$ cat src/rtl/apb_pkg.sv
`default_nettype none
// ============================================================================
//  Module      : apb_pkg
//  Description : Shared APB types and default widths for the APB requester
//                bridge and its companion slave benches.
//  Revision    : 1.0 - initial release
// ============================================================================
package apb_pkg;

    // Requester FSM states
    typedef enum logic [1:0] {
        IDLE   = 2'd0,
        SETUP  = 2'd1,
        ACCESS = 2'd2,
        RESP   = 2'd3
    } apb_state_e;

    // Default bus widths, shared with APB_Slave benches
    localparam int APB_ADDR_W = 8;
    localparam int APB_DATA_W = 32;

endpackage : apb_pkg
`default_nettype wire

$ cat src/rtl/apb_master.sv
`default_nettype none
// ============================================================================
//  Module      : apb_master
//  Description : APB requester bridge. Converts a valid/ready command stream
//                into APB SETUP/ACCESS transfers and returns one response
//                (rdata, error) per command. One transfer in flight; PREADY
//                wait states honoured; optional ACCESS-phase timeout.
//  Revision    : 1.0 - initial release
// ============================================================================
module apb_master
    import apb_pkg::*;
#(
    parameter int ADDR_WIDTH     = APB_ADDR_W,
    parameter int DATA_WIDTH     = APB_DATA_W,
    parameter int TIMEOUT_CYCLES = 16
) (
    input  logic                  PCLK,
    input  logic                  PRESETn,
    // command port
    input  logic                  cmd_valid,
    output logic                  cmd_ready,
    input  logic                  cmd_write,
    input  logic [ADDR_WIDTH-1:0] cmd_addr,
    input  logic [DATA_WIDTH-1:0] cmd_wdata,
    // response port
    output logic                  rsp_valid,
    input  logic                  rsp_ready,
    output logic [DATA_WIDTH-1:0] rsp_rdata,
    output logic                  rsp_error,
    // APB requester interface
    output logic                  PSEL,
    output logic                  PENABLE,
    output logic                  PWRITE,
    output logic [ADDR_WIDTH-1:0] PADDR,
    output logic [DATA_WIDTH-1:0] PWDATA,
    input  logic [DATA_WIDTH-1:0] PRDATA,
    input  logic                  PREADY,
    input  logic                  PSLVERR
);

    apb_state_e r_state;
    apb_state_e w_state_next;

    logic                  r_psel;
    logic                  r_penable;
    logic                  r_pwrite;
    logic [ADDR_WIDTH-1:0] r_paddr;
    logic [DATA_WIDTH-1:0] r_pwdata;
    logic                  r_rsp_valid;
    logic [DATA_WIDTH-1:0] r_rsp_rdata;
    logic                  r_rsp_error;

    logic w_accept;
    logic w_complete;
    logic w_timeout;

    assign w_accept   = (r_state == IDLE) && cmd_valid;
    assign w_complete = (r_state == ACCESS) && PREADY;

    // Watchdog: counts PREADY-low ACCESS edges; expiry fires on the edge that
    // would bring the count to TIMEOUT_CYCLES. A completing edge never expires
    // because expiry requires PREADY low.
    if (TIMEOUT_CYCLES > 0) begin : g_timeout
        localparam int              c_TO_W    = $clog2(TIMEOUT_CYCLES + 1);
        localparam logic [c_TO_W-1:0] c_TO_LAST = c_TO_W'(TIMEOUT_CYCLES - 1);

        logic [c_TO_W-1:0] r_to_cnt;

        // Clear on the way into ACCESS, count stalled ACCESS edges
        always_ff @(posedge PCLK or negedge PRESETn) begin
            if (!PRESETn) begin
                r_to_cnt <= '0;
            end else if (r_state == SETUP) begin
                r_to_cnt <= '0;
            end else if ((r_state == ACCESS) && !PREADY) begin
                r_to_cnt <= r_to_cnt + c_TO_W'(1);
            end
        end

        assign w_timeout = (r_state == ACCESS) && !PREADY && (r_to_cnt == c_TO_LAST);
    end else begin : g_no_timeout
        assign w_timeout = 1'b0;
    end

    // State register
    always_ff @(posedge PCLK or negedge PRESETn) begin
        if (!PRESETn) begin
            r_state <= IDLE;
        end else begin
            r_state <= w_state_next;
        end
    end

    // Next-state decode
    always_comb begin
        w_state_next = r_state;
        case (r_state)
            IDLE:    if (cmd_valid) w_state_next = SETUP;
            SETUP:   w_state_next = ACCESS;
            ACCESS:  if (PREADY || w_timeout) w_state_next = RESP;
            RESP:    if (rsp_ready) w_state_next = IDLE;
            default: w_state_next = IDLE;
        endcase
    end

    // Registered APB and response outputs; address/data hold after a transfer
    always_ff @(posedge PCLK or negedge PRESETn) begin
        if (!PRESETn) begin
            r_psel      <= 1'b0;
            r_penable   <= 1'b0;
            r_pwrite    <= 1'b0;
            r_paddr     <= '0;
            r_pwdata    <= '0;
            r_rsp_valid <= 1'b0;
            r_rsp_rdata <= '0;
            r_rsp_error <= 1'b0;
        end else begin
            if (w_accept) begin
                r_paddr   <= cmd_addr;
                r_pwrite  <= cmd_write;
                r_pwdata  <= cmd_wdata;
                r_psel    <= 1'b1;
                r_penable <= 1'b0;
            end
            if (r_state == SETUP) begin
                r_penable <= 1'b1;
            end
            if (w_complete) begin
                r_psel      <= 1'b0;
                r_penable   <= 1'b0;
                r_rsp_valid <= 1'b1;
                r_rsp_error <= PSLVERR;
                r_rsp_rdata <= r_pwrite ? '0 : PRDATA;
            end else if (w_timeout) begin
                r_psel      <= 1'b0;
                r_penable   <= 1'b0;
                r_rsp_valid <= 1'b1;
                r_rsp_error <= 1'b1;
                r_rsp_rdata <= '0;
            end
            if ((r_state == RESP) && rsp_ready) begin
                r_rsp_valid <= 1'b0;
            end
        end
    end

    assign cmd_ready = (r_state == IDLE);
    assign PSEL      = r_psel;
    assign PENABLE   = r_penable;
    assign PWRITE    = r_pwrite;
    assign PADDR     = r_paddr;
    assign PWDATA    = r_pwdata;
    assign rsp_valid = r_rsp_valid;
    assign rsp_rdata = r_rsp_rdata;
    assign rsp_error = r_rsp_error;

endmodule : apb_master
`default_nettype wire

$ cat config.mk
export PLATFORM = sky130hd
export DESIGN_NAME = apb_master
export DESIGN_NICKNAME = d
export VERILOG_FILES = /design/src/rtl/apb_pkg.sv /design/src/rtl/apb_master.sv
export SDC_FILE = /design/constraint.sdc
export NUM_CORES = 1
export LEC_CHECK = 0
export ABC_AREA = 1
export CAP_MARGIN = 10
export CORE_MARGIN = 1
export CORE_UTILIZATION = 42
export DETAILED_ROUTE_END_ITERATION = 6
export PLACE_DENSITY = 0.88
export SETUP_SLACK_MARGIN = 0.5
export SYNTH_ARGS = -nofsm -noshare
export SYNTH_HDL_FRONTEND = slang
export SYNTH_SLANG_ARGS = --single-unit
$ cat constraint.sdc
create_clock -name PCLK -period 1.8 [get_ports PCLK]
set_input_delay 0.36 -clock PCLK [delete_from_list [all_inputs] [get_ports PCLK]]
set_output_delay 0.36 -clock PCLK [all_outputs]
set_load 0.03 [all_outputs]
==> results.sh <==
export IMPL_post_route_period_util_pct=90.0
export IMPL_drc=0
export IMPL_p_per_area_mw_per_mm2=1810
export IMPL_gp_congestion=0.824
export IMPL_hold_viol_final=0
export IMPL_clock_fmax_mhz=617
export IMPL_die_y_um=93.2
export IMPL_firstDrtPassIters=4
export IMPL_synth_seq_area_share_pct=60.1
export IMPL_cap_violations=0
export IMPL_antenna_found_initial=0
export IMPL_die_width_um=93.2
export IMPL_grt_overflow_total=0
export IMPL_crit_path_end_kind="register"
export IMPL_rrSetupSlack_ns=0.18
export IMPL_post_synth_top_area_cell="dfrtp_1"
export IMPL_clkSlewWorstSetupHoldPaths_ns=0.08
export IMPL_synth_common_cells="nand2_1, dfrtp_1, inv_1, o21ai_2"
export IMPL_wirelength_mm=12.1
export IMPL_portBuffers=156
export IMPL_drt_iter0_drc=94
export IMPL_grt_pass1_vias=3191
export IMPL_place_area_mm2=0.00525
export IMPL_worstSetupPathType="reg -> reg"
export IMPL_post_drt_wl_per_cell_um=17.1
export IMPL_cp_data_arrival_time_ns=1.85
export IMPL_status="finished, final reports clean"
export IMPL_finalSetupTns_ns=0
export IMPL_htreeDepth=3
export IMPL_area_delta_synth_final_pct=83.4
export IMPL_ys_seq_elements=84
export IMPL_hold_class="in -> async"
export IMPL_max_stage_delay_ns=0.38
export IMPL_postLayoutCellArea_mm2=0.00641
export IMPL_crit_chain="ha_2, nand2_2, nor2_1, ha_2, o21ai_4, buf_12, buf_12, nand2_2, o21ai_2"
export IMPL_cts_tree="yes"
export IMPL_syn_num_nets=465
export IMPL_drv_slew=0
export IMPL_drive_gt1_share_pct=48.2
export IMPL_avgSynthCellArea_um2=9.20
export IMPL_antenna_cells=0
export IMPL_synthFlopType="dfrtp_1"
export IMPL_relSlewSlack_pct=62.7
export IMPL_synthTopCellsByArea="dfrtp_1, nand2_1, o21ai_2, inv_1, ha_1"
export IMPL_rsz0062_at_grt="yes"
export IMPL_via_per_inst=4.93
export IMPL_fp_row_count=32
export IMPL_cts_made_buffers=9
export IMPL_synth_top_area_share_pct=60.1
export IMPL_fin_nets=682
export IMPL_startpoint_type="register"
export IMPL_netlist_area_mm2=0.00350
export IMPL_ctsHoldBuffers=0
export IMPL_synthArstFlopShare_pct=100
export IMPL_clock_skew_ns=0.0159
export IMPL_hpwl_mm=6.35
export IMPL_cp_max_fo=7
export IMPL_dieArea_mm2=0.00869
export IMPL_synth_most_common_cell="nand2_1"
export IMPL_start_util_pct=44.3
export IMPL_vdd_drop_max_mv=1.02
export IMPL_io_pin_count=157
export IMPL_yosysWarningCount=0
export IMPL_worst_slew_pin_slew_ns=0.560
export IMPL_reg2regPathDepth=9
export IMPL_clock_path_buffers=2
export IMPL_grt_total_usage_pct=23.7
export IMPL_cts_root_buf="clkbuf_8"
export IMPL_p_leak_nw=3.39
export IMPL_synth_edf_count=0
export IMPL_crit_slowest_cell="dfrtp_1"
export IMPL_cp_top_family="adder cells"
export IMPL_path_depth=9
export IMPL_clock_latency_ns=0.35
export IMPL_grt_max_degree=44
export IMPL_ant_nets=0
export IMPL_vias=3469
export IMPL_crit_required_ns=2.03
export IMPL_synthCells=380
export IMPL_critPathBufInv=2
export IMPL_grt_pass1_wl_mm=15.8
export IMPL_core_area_mm2=0.00789
export IMPL_setup_viol=0
export IMPL_clkSinkCount=84
export IMPL_min_period_ns=1.62
export IMPL_synthDistinctLibCells=21
[worst paths after layout]
path / start / endpoint
min in group PCLK: PWDATA[12] / PWDATA[12]
min: PRESETn / rsp_rdata[20]
max: g_timeout.r_to_cnt[0] / rsp_rdata[21]
max reg2reg: g_timeout.r_to_cnt[0] / rsp_rdata[21]
max in group asynchronous: PRESETn / PWDATA[5]
min reg2reg: PWDATA[12] / PWDATA[12]
[repair_timing]
action	in CTS	in global routing
setup endpoints to repair	156	146
resized for setup	438	243
setup buffers	5	39
pin swaps	5	11
gates cloned	4	7
[cell families (layout without fill, tap and decap cells)]
group                    after synthesis  count (layout)  synth area share (%)
AO/OA/AOI/OAI                         40              40                  9.23
adder cells (fa/ha/maj)                6               6                  2.15
buffers and inverters                 62             283                  7.62
flip-flops                            84              84                  60.1
multiplexers                           1               1                 0.286
AND/OR/NAND/NOR                      187             188                  20.6
[state kept, by name, indices dropped and copies added (netlist names)]
name,count
g_timeout.r_to_cnt,5
PWDATA,32
PADDR,8
rsp_error,1
PWRITE,1
rsp_valid,1
PSEL,1
PENABLE,1
r_state,2
rsp_rdata,32
[stage by stage]
step	total power [mW]	util [%]	cells	hold slack, ns	worst slack (ns)
after CTS	9.67	68.0	658	0.00877	0.276
after floorplan	6.20	-	380	0.0644	0.352
after global routing	12.2	81.3	704	0.0244	0.103
after detailed placement	8.42	66.6	633	0.392	0.0703
after global placement	8.24	66.6	633	0.378	0.118
final	11.6	81.3	704	0.00150	0.180
[area by class of cell]
type / count / area [um2]
tap: 102 / 128
inverter: 48 / 189
fill: 446 / 1480
clock buffer: 11 / 141
multi-input combinational: 235 / 1610
sequential: 84 / 2100
clock inverter: 5 / 75.1
timing repair buffer: 219 / 2170
[layout by cell type (no fill, tap or decap), types with 6 or more instances in the layout]
cell type,n
buf_12,7
buf_2,15
buf_4,73
buf_6,36
clkbuf_8,10
clkdlybuf4s50_1,77
dfrtp_1,83
inv_1,44
nand2_1,88
nand2_2,47
nand2_4,38
nor2_1,6
o21ai_2,31
[metal layers]
metal / share of wire, % / wire length, um / up-vias / global-route usage, %
met5: 0 / 0 / - / 0
met4: 3.6 / 436 / 0 / 8.59
met1: 39 / 4650 / 1686 / 28.9
met3: 6.0 / 728 / 36 / 5.37
li1: - / - / 1590 / -
met2: 52 / 6240 / 157 / 41.2
[worst reg2reg max path, stage by stage (launching register included)]
cell and delay [ns]:
dfrtp_1 0.38, ha_2 0.21, nand2_2 0.07, nor2_1 0.12
ha_2 0.23, o21ai_4 0.07, buf_12 0.15, buf_12 0.15
nand2_2 0.08, o21ai_2 0.06
[where the power goes]
part | switching [mW] | total [mW] | internal (mW)
logic | 3.81 | 6.84 | 3.03
registers | 0.588 | 3.29 | 2.71
clock network | 0.666 | 1.48 | 0.814
total | 5.07 | 11.6 | 6.55
Note: power is estimated with default switching activity, not from simulation.
